**src/rtl/disp_pkg.sv**
```systemverilog
// Shared constants and types for the display front-end controller.
// Latency: n/a (declarations only).
// Backpressure: n/a (declarations only).
package disp_pkg;

  localparam int DIG_W = 5;
  localparam int VAL_W = 10;
  localparam int NDIG  = 3;

  // Digit codes 0-9 are numerals; these two are the non-numeric glyphs.
  localparam logic [DIG_W-1:0] DIG_BLANK = 5'd16;
  localparam logic [DIG_W-1:0] DIG_DASH  = 5'd17;

  typedef enum logic [1:0] {
    IDLE,
    CONV,
    FMT
  } state_t;

endpackage

```
**src/rtl/disp_prescaler.sv**
```systemverilog
// Divides clk down to the display scan clock: clk_disp toggles every DIV clk edges.
// Latency: first toggle DIV edges after reset release, then every DIV edges.
// Backpressure: none; free-running and independent of the conversion FSM.
module disp_prescaler
  import disp_pkg::*;
#(
  parameter int DIV = 25000
) (
  input  logic clk,
  input  logic rst,
  output logic clk_disp
);

  // DIV = 1 would give a zero-width counter, so keep at least one bit.
  localparam int CW = (DIV > 1) ? $clog2(DIV) : 1;
  localparam logic [CW-1:0] LAST = CW'(DIV - 1);

  logic [CW-1:0] cnt;

  // Count 0..DIV-1; toggle the scan clock and restart on the wrap edge.
  always_ff @(posedge clk or posedge rst) begin
    if (rst) begin
      cnt      <= '0;
      clk_disp <= 1'b0;
    end else if (cnt == LAST) begin
      cnt      <= '0;
      clk_disp <= ~clk_disp;
    end else begin
      cnt      <= cnt + 1'b1;
    end
  end

endmodule

```
**src/rtl/disp_ctrl.sv**
```systemverilog
// Converts a 10-bit value to three display digit codes (double dabble) and drives the scan clock.
// Latency: digits and done appear 11 clk edges after the load&ready edge; one conversion per 12 cycles.
// Backpressure: ready is low while converting; load seen with ready low is dropped, not queued.
// Optional build macro DISP_LZB_EN: blank leading zeros in the hundreds and tens positions.
module disp_ctrl
  import disp_pkg::*;
#(
  parameter int DIV    = 25000,
  parameter int MAXVAL = 999
) (
  input  logic             clk,
  input  logic             rst,
  input  logic [VAL_W-1:0] value,
  input  logic             load,
  output logic             ready,
  output logic             done,
  output logic [DIG_W-1:0] u,
  output logic [DIG_W-1:0] d,
  output logic [DIG_W-1:0] c,
  output logic             clk_disp
);

  state_t            state;
  logic [VAL_W-1:0]  bin;
  logic [4*NDIG-1:0] bcd;
  logic [4*NDIG-1:0] bcd_adj;
  logic [3:0]        step;
  logic              ovr;
  logic [3:0]        hun, ten, one;

  disp_prescaler #(.DIV(DIV)) u_presc (
    .clk      (clk),
    .rst      (rst),
    .clk_disp (clk_disp)
  );

  // Double-dabble correction: every BCD nibble of 5 or more gets +3 before the shift.
  always_comb begin
    bcd_adj = bcd;
    for (int i = 0; i < NDIG; i++) begin
      if (bcd[4*i +: 4] >= 4'd5) bcd_adj[4*i +: 4] = bcd[4*i +: 4] + 4'd3;
    end
  end

  assign hun = bcd[11:8];
  assign ten = bcd[7:4];
  assign one = bcd[3:0];

  // Conversion FSM; digit registers change only in FMT so no partial result is ever shown.
  always_ff @(posedge clk or posedge rst) begin
    if (rst) begin
      state <= IDLE;
      bin   <= '0;
      bcd   <= '0;
      step  <= '0;
      ovr   <= 1'b0;
      ready <= 1'b1;
      done  <= 1'b0;
      u     <= DIG_BLANK;
      d     <= DIG_BLANK;
      c     <= DIG_BLANK;
    end else begin
      done <= 1'b0;
      case (state)
        IDLE: begin
          if (load) begin
            bin   <= value;
            bcd   <= '0;
            step  <= '0;
            ovr   <= (int'(value) > MAXVAL);
            ready <= 1'b0;
            state <= CONV;
          end
        end
        CONV: begin
          // Shift {bcd, bin} left one place using the corrected BCD digits.
          {bcd, bin} <= {bcd_adj[4*NDIG-2:0], bin, 1'b0};
          step       <= step + 4'd1;
          if (step == 4'(VAL_W - 1)) state <= FMT;
        end
        FMT: begin
          done  <= 1'b1;
          ready <= 1'b1;
          state <= IDLE;
          if (ovr) begin
            u <= DIG_DASH;
            d <= DIG_DASH;
            c <= DIG_DASH;
          end else begin
            u <= {1'b0, one};
`ifdef DISP_LZB_EN
            c <= (hun == 4'd0) ? DIG_BLANK : {1'b0, hun};
            d <= (hun == 4'd0 && ten == 4'd0) ? DIG_BLANK : {1'b0, ten};
`else
            c <= {1'b0, hun};
            d <= {1'b0, ten};
`endif
          end
        end
        default: begin
          state <= IDLE;
          ready <= 1'b1;
        end
      endcase
    end
  end

endmodule

```
**config.mk**
```make
export PLATFORM = sky130hd
export DESIGN_NAME = disp_ctrl
export DESIGN_NICKNAME = d
export VERILOG_FILES = /design/src/rtl/disp_pkg.sv /design/src/rtl/disp_prescaler.sv /design/src/rtl/disp_ctrl.sv
export SDC_FILE = /design/constraint.sdc
export NUM_CORES = 1
export LEC_CHECK = 0
export CORE_MARGIN = 2
export CORE_UTILIZATION = 50
export CTS_BUF_LIST = sky130_fd_sc_hd__clkbuf_8 sky130_fd_sc_hd__clkbuf_16
export DETAILED_ROUTE_END_ITERATION = 10
export HOLD_SLACK_MARGIN = 0.03
export MAX_ROUTING_LAYER = met4
export PLACE_DENSITY = 0.81
export SYNTH_ARGS = -nofsm -noshare
export SYNTH_HDL_FRONTEND = slang
export SYNTH_SLANG_ARGS = --single-unit
```
**constraint.sdc**
```tcl
create_clock -name clk -period 2.56 [get_ports clk]
set_input_delay 0.512 -clock clk [delete_from_list [all_inputs] [get_ports clk]]
set_output_delay 0.512 -clock clk [all_outputs]
set_load 0.005 [all_outputs]
```
-- Word-level counts from Yosys, hierarchy flattened
Index checks and enable logic that the tools add are counted.
- register bits: 62
- bits of input ports: 13
- output and inout bits: 18
- word-level logic and storage cells: 54
- add/subtract/negate cells: 5
- order comparisons: 4
- eq/ne operators: 6
- muxes and demuxes: 19
- bitwise logic cells: 2
- reduce and logical (&&, ||, !) cells: 6
- operators with widths (kind ; count):
    case mux 12 bit (2 select lines) ; 1
    case mux 10 bit (2 select lines) ; 1
    adder 15 x 1 -> 15 bit, second input constant ; 1
    == test 15 bit, second input constant ; 1
    2-to-1 mux 15 bit ; 1
    2-to-1 mux 5 bit ; 3
    >= comparator 4 x 3 -> 1 bit, second input constant ; 3
    2-to-1 mux 12 bit ; 1
    2-to-1 mux 4 bit ; 3
    greater-than comparator 10 bit, second input constant ; 1
    2-to-1 mux 10 bit ; 1
    adder 4 x 2 -> 4 bit, second input constant ; 2
    case mux 4 bit (2 select lines) ; 1
    AND reduction 2 bit ; 4
    adder 4 x 1 -> 4 bit, second input constant ; 1
    == test 4 bit, second input constant ; 1
    2-to-1 mux 2 bit ; 2
    inequality test 2 bit, second input constant ; 2
    case mux 2 bit (2 select lines) ; 1
    adder 3 x 2 -> 3 bit, second input constant ; 1
    2-to-1 mux 3 bit ; 1
    == test 2 x 1 -> 1 bit, second input constant ; 1
    == test 2 bit, second input constant ; 1
    logical NOT 2 bit ; 1
    other kinds (4) ; 6

-- Logic depth before layout (Yosys ltp)
Gate-level depths: netlist (run 1).
- depth in word-level cells: 3
- depth in mapped cells: 6
- mapped depth without buffers: 6

-- Cells and area by module
A second synthesis (run 1) with hierarchy kept.
- cells, all modules: 272
- area, all modules: 2813.9 um^2
- by module, submodules not included (module ; instances ; cells each ; area an instance (um^2) ; sequential area each (um^2)):
    disp_ctrl ; 1 ; 205 ; 2073.2 ; 1103.6
    disp_prescaler ; 1 ; 67 ; 740.7 ; 400.4

-- Least setup slack after synthesis (run 1)
Ideal clock, no wire load.
- path kind: register to register
- start point: register bcd[4]
- end point: register bcd[6]
- library setup time: 77 ps
- arrival: 1416 ps
- data required time: 2483 ps
- slack: 1067 ps
- stages on the path, launching flop included: 7
- buffers on the path: 0
- period minus slack after synthesis: 1493 ps
- cells stage by stage: dfrtp_1 -> inv_1 -> ha_1 -> nand2b_1 -> a21oi_1 -> mux2_2 -> o21ai_1
- longest elaborated chain between the ends: 3
- elaborated cells on any way between the ends: 4
- classes of those cells: add/sub: 1; order compare: 1; mux: 2
- RTL lines (element ; RTL line ; RTL):
    from (decl) ; disp_ctrl.sv:25 ; logic [4*NDIG-1:0] bcd;
    from (signal assigned) ; disp_ctrl.sv:77 ; {bcd, bin} <= {bcd_adj[4*NDIG-2:0], bin, 1'b0};
    adder 4 x 2 -> 4 bit or >= comparator 4 x 3 -> 1 bit (tied branches) ; disp_ctrl.sv:41 ; if (bcd[4*i +: 4] >= 4'd5) bcd_adj[4*i +: 4] = bcd[4*i +: 4] + 4'd3;
    2-to-1 mux 4 bit (*) ; disp_ctrl.sv:41 ;
    case mux 12 bit (2 select lines) (*) ; disp_ctrl.sv:64 ; case (state)
Mark *: on every way between the ends. The rest lies on a longest branch, timed or not.
A chain may end at the register's enable or synchronous reset.

-- Worst setup path in the final report (run 1)
- start point: register u[4]
- end point: output port u[4]
- RTL lines (element ; RTL line ; RTL):
    from (decl) ; disp_ctrl.sv:17 ; output logic [DIG_W-1:0] u,
    from (signal assigned) ; disp_ctrl.sv:90 ; u <= {1'b0, one};
No word-level cell between the ends.

==> reports/results.ini, run 1 <==
[global_routing]
grt_max_degree = 61
antenna_found_initial = 0
grt_pass1_wl_microns = 8560
grt_usage = 0.184
grt_pass1_vias = 1942
grt.overflow.total = 0

[setup_path]
path_buf_inv = 1
critPathKind = reg -> out
crit_required_ns = 2.05
slowest_stage = dfstp_2
reg2regPathDepth = 6
crit_path_end = u[4]
crit_chain = clkdlybuf4s50_1
critPathMaxStageDelay_ns = 0.55
r2r-end = bcd[6]
crit_family = flip-flops
cp-end-kind = output port
start_kind = flop
cp.depth = 1
timing.critical_path.from = u[4]
cp_max_fo = 4
arrival_ns = 1.39
r2r_start = bcd[5]
rrSetupSlack_ns = 0.90

[drt]
avgRoutedWirePerCell_microns = 13.1
vias = 1997
drt_iter0_markers = 114
drtAntennaViolNets = 0
drt_pass1_iterations = 5
via_per_inst = 5.33
drt-total-wl_microns = 4900
drc = 0

[cts]
ctsHoldBuffers = 0
cts_tree = built
clk_path_buf_depth = 2
h-tree-depth = 3
clock-sinks = 60
cts_setup_buffers = 0
post_cts_resized = 0
root_buffer = clkbuf_8
cts.clk_slew.worst_paths_ns = 0.06
cts_buffers = 9
clk_latency_ns = 0.34

[outcome]
status = complete, no violations

[layout]
final_util = 0.633
area_growth_pct = 20.4
register_area_sq_um = 1500
num-nets-final = 324
multi_input_area_sq_um = 1120
drive_above_1_share = 0.0885
diodes = 0
num-fill-cells = 444

[die]
die_h_microns = 78.0
die_x_microns = 78.0
rows = 26
dieArea_sq_um = 6080
initial_core_util = 0.526
io_pins = 31
core_region_area_sq_um = 5200

[yosys]
yosysWarnings = 0
synth_xor_area_frac = 0.0576
netlist_instances = 270
ys_ff_latch = 60
syn_nets = 292
avgSynthCellArea_sq_um = 10.1
synth-simple-area-share = 0.186
synth_compound_area_frac = 0.109
syn_area_sq_um = 2740
synth.yosys.seq_area_share = 0.550
synthAdderAreaFrac = 0.0412
synthMuxAreaShare = 0.0165
netlist-cell-type-count = 31
synth_top_family_by_area = simple AND/OR/NAND/NOR gates

[sta]
maxSlewHeadroom = 0.422
slew_violations = 0
setup_tns_ns = 0
tightestPinTransition_ns = 0.866
skew_ns = 0.00702
hold_viol = 0
finalCritPeriodShare = 0.743
fmax_ghz = 0.526
setup_violations = 0
fin_crit_ns = 1.90
rsz0062_at_grt = false

[power_and_ir_drop]
irDropWorstVdd_mv = 0.688
leakage_nw = 1.47
power_density_nw_per_um2 = 1040

[placement]
portBuffers = 30
gp_congestion = 0.763
place.detailed.hpwl_microns = 3250

[hold_path]
min_path_type = reg -> reg
hold_start = u_presc.cnt[0]

[job]
drv_cap = 0

[worst min-delay path by stage]
stage | end | slack (ns) | cells past startpoint
floorplan | u_presc.cnt[0] | 0.43 | 1
global route | step[3] | 0.49 | 1
global placement | u_presc.cnt[0] | 0.45 | 1
CTS | u_presc.cnt[0] | 0.46 | 1
finish | u_presc.cnt[0] | 0.46 | 1
detailed placement | u_presc.cnt[0] | 0.45 | 1
[report_power, final]
group | switching [W] | internal [W]
logic | 0.000586 | 0.000582
clock network | 0.000341 | 0.000486
registers | 0.000208 | 0.00123
[cells in the mapped netlist]
library cell | n | area (sq um)
dfrtp_1 | 58 | 1450
nor2_1 | 31 | 116
nand2_1 | 22 | 82.6
nand3_1 | 22 | 110
o21ai_0 | 13 | 65.1
o21ai_1 | 12 | 60.1
inv_1 | 11 | 41.3
nand2b_1 | 11 | 68.8
xnor2_1 | 11 | 96.3
ha_1 | 9 | 113
o22ai_1 | 9 | 56.3
o31ai_1 | 8 | 60.1
xor2_1 | 7 | 61.3
a21oi_1 | 4 | 20.0
buf_2 | 4 | 20.0
clkbuf_1 | 4 | 15.0
mux2_2 | 4 | 45.0
nand4_1 | 4 | 25.0
nor3_1 | 4 | 20.0
a32o_1 | 3 | 30.0
buf_1 | 3 | 11.3
buf_4 | 3 | 22.5
nor4_1 | 3 | 18.8
dfstp_2 | 2 | 52.6
nor2b_1 | 2 | 12.5
and3_1 | 1 | 6.26
nor3_4 | 1 | 16.3
nor3b_1 | 1 | 7.51
nor4b_2 | 1 | 15.0
o21a_1 | 1 | 7.51
or3b_1 | 1 | 8.76
[cells in the final DEF, fill, tap and decap left out, types with 2 or more instances in the layout]
cell type and n:
xnor2_1 11, nor4_1 3, inv_1 11, ha_1 9, nor2b_1 2, nand2b_1 11, nand4_1 4, a32o_1 3
clkdlybuf4s50_1 30, buf_4 4, mux2_2 4, xor2_1 7, nor2_1 31, nand2_1 22, dfrtp_1 58, dfstp_2 2
a21oi_1 4, nor3_1 4, nand3_1 22, o21ai_1 12, o22ai_1 9, clkbuf_8 11, o31ai_1 8, o21ai_0 13
[kinds of logic after synthesis]
logic type               after synthesis
AND/OR/NAND/NOR                      104
XOR/XNOR                              18
multiplexers                           4
adder cells (fa/ha/maj)                9
flip-flops                            60
buffers and inverters                 25
AO/OA/AOI/OAI                         50
[area by class of cell]
class | instances | area share
well taps | 70 | 0.0266
clock buffers | 11 | 0.0459
clock inverters | 3 | 0.0118
flip-flops and latches | 60 | 0.456
repair buffers | 35 | 0.106
multi-input cells | 185 | 0.341
inverters | 11 | 0.0125
[per-stage QoR]
step           total power (W)  cell area (sq um)  worst slack [ns]  hold WS [ns]  std cells
2_1_floorplan          0.00224               2740             0.567         0.433        270
3_3_place_gp           0.00257               3110             0.650         0.450        361
3_5_place_dp           0.00263               3110             0.620         0.450        361
4_1_cts                0.00347               3300             0.636         0.458        375
5_1_grt                0.00370               3300             0.617         0.492        375
6_report               0.00344               3300             0.658         0.455        375
[sequential cells by signal, indices dropped and copies added, names as in the netlist]
signal / count
state: 2
c: 4
u_presc.cnt: 15
bcd: 12
d: 4
done: 1
ovr: 1
u_presc.clk_disp: 1
ready: 1
u: 5
step: 4
bin: 10
[per-layer routing]
metal / track usage / routed length (microns) / share of wire
met1: 0.241 / 2440 / 0.50
met2: 0.269 / 2190 / 0.45
met3: 0.0605 / 201 / 0.041
met4: 0.0684 / 70 / 0.014
met5: - / 0 / 0
(Power assumes the default switching activity.)
==> run 2, diff against run 1 <==
==> constraint.sdc (replaced) <==
create_clock -name clk -period 2 [get_ports clk]
set_input_delay 0.4 -clock clk [delete_from_list [all_inputs] [get_ports clk]]
set_output_delay 0.4 -clock clk [all_outputs]
set_load 0.005 [all_outputs]
==> run 2 against run 1 <==
  * Clock power increased by 29%
  * Power increased by 28%
  * Sequential power increased by 29%
  * Setup slack got worse by 0.44 ns
  * First-iteration DRC count increased by 6.1%
  * Global-route usage increased by 0.64 points
  * Critical endpoint unchanged
  * Via count decreased by 1.2%
  * Wire length decreased by 0.88%
  * Register-to-register slack got worse by 0.58 ns
  * Sequential share of layout area decreased by 0.19 points
  * Final area increased by 0.42%
  * Clock skew increased by 0.0013 ns
==> reports/results.ini, run 2 (synthesized netlist as in run 1, its figures left out) <==
[outcome]
status = complete, no violations

[layout]
final_common_cell = dfrtp_1
mostFrequentLayoutCells = 58 x dfrtp_1, 31 x nor2_1, 30 x clkdlybuf4s50_1
largest-register = u_presc.cnt
diodes = 0
largest_reg_flops = 15
top_regs = u_presc.cnt (15), bcd (12), bin (10)
drive_above_1_share = 0.0877
stdcell_count = 378
area_growth_pct = 20.9
num-nets-final = 325

[setup_path]
start_kind = flop
critPathKind = reg -> out
critPathMaxStageDelay_ns = 0.55
cp_max_fo = 4
crit_family = flip-flops
path_buf_inv = 1
crit_chain = clkdlybuf4s50_1
slowest_stage = dfstp_2
crit_required_ns = 1.60
cp-end-kind = output port
arrival_ns = 1.38

[placement]
portBuffers = 30
place.detailed.hpwl_microns = 3320
place_inst = 362
gp_congestion = 0.792

[sta]
fmax_ghz = 0.560
tightestPinTransition_ns = 0.473
finalCritPeriodShare = 0.892
maxSlewHeadroom = 0.684
slew_violations = 0
fin_crit_ns = 1.78
setup_violations = 0
hold_viol = 0
holdWs_ns = 0.440
rsz0062_at_grt = false
setup_tns_ns = 0
skew_ns = 0.00836

[global_routing]
grt_pass1_vias = 1934
met2_usage = 0.273
grt_max_degree = 61
grt.overflow.total = 0
met3_usage = 0.0547
grt_pass1_wl_microns = 8880
grt_use_met1 = 0.259
antenna_found_initial = 0
grt_usage = 0.190
grt-busiest-layer = met2

[power_and_ir_drop]
power_density_nw_per_um2 = 1330
leakage_nw = 1.48
irDropWorstVdd_mv = 0.913

[drt]
vias = 1973
avgRoutedWirePerCell_microns = 12.9
drtAntennaViolNets = 0
drc = 0
drt-total-wl_microns = 4860
via_per_inst = 5.22
drt_iter0_markers = 121
drt_pass1_iterations = 4

[cts]
clk_latency_ns = 0.33
clk_path_buf_depth = 2
cts.clk_slew.worst_paths_ns = 0.07
h-tree-depth = 3
ctsHoldBuffers = 0
cts_buffers = 9
cts_tree = built
post_cts_resized = 0
root_buffer = clkbuf_8
clock-sinks = 60
cts_setup_buffers = 0

[job]
drv_cap = 0

[die]
die_x_microns = 78.0
die_h_microns = 78.0
dieArea_sq_um = 6080
rows = 26
io_pins = 31
initial_core_util = 0.526
core_region_area_sq_um = 5200

[hold_path]
min_path_type = in -> async

run 2: cell types whose count changed in the layout (fill, tap and decap cells not counted), sizes merged:
cell	change
inv	+3
clkinv	-1
buf	+1
run 2: path summary, 6_finish.rpt:
| kind | start | endpoint | slack [ns] | depth (start not counted) |
|---|---|---|---|---|
| min | rst | bin[0] | 0.44 | 3 |
| max | u[4] | u[4] | 0.22 | 1 |
| max in group asynchronous | rst | u[4] | 1.25 | 3 |
| min in group clk | u_presc.clk_disp | u_presc.clk_disp | 0.46 | 1 |
| min reg2reg | u_presc.clk_disp | u_presc.clk_disp | 0.46 | 1 |
| max reg2reg | bcd[4] | bcd[6] | 0.32 | 6 |
run 2: power by group:
part	total (W)	switching (W)	leakage [nW]	internal [W]
clock	0.00107	0.000441	0.115	0.000626
combinational	0.00149	0.000743	0.620	0.000746
sequential	0.00186	0.000275	0.749	0.00158
total	0.00441	0.00146	1.48	0.00295
run 2: layout make-up:
| class | instances | area, sq um |
|---|---|---|
| Timing Repair Buffer | 36 | 358 |
| Inverter | 11 | 41.3 |
| Fill cell | 436 | 1900 |
| Tap cell | 70 | 87.6 |
| Sequential cell | 60 | 1500 |
| Clock buffer | 11 | 151 |
| Multi-Input combinational cell | 185 | 1120 |
| Clock inverter | 5 | 45.0 |
run 2: metal layers:
| layer | routed length, microns | vias up |
|---|---|---|
| li1 | - | 998 |
| met3 | 212 | 7 |
| met2 | 2240 | 42 |
| met4 | 70 | 0 |
| met1 | 2340 | 926 |
| met5 | 0 | - |
run 2: metrics by stage:
step                      worst slack (ns)  power [W]   util  area (sq um)
after global placement               0.199    0.00328  0.598          3110
after global routing                 0.154    0.00477  0.636          3310
after CTS                            0.193    0.00445  0.636          3310
after detailed placement             0.177    0.00337  0.598          3110
after floorplan                      0.119    0.00286      -          2740
final                                0.216    0.00441  0.636          3310
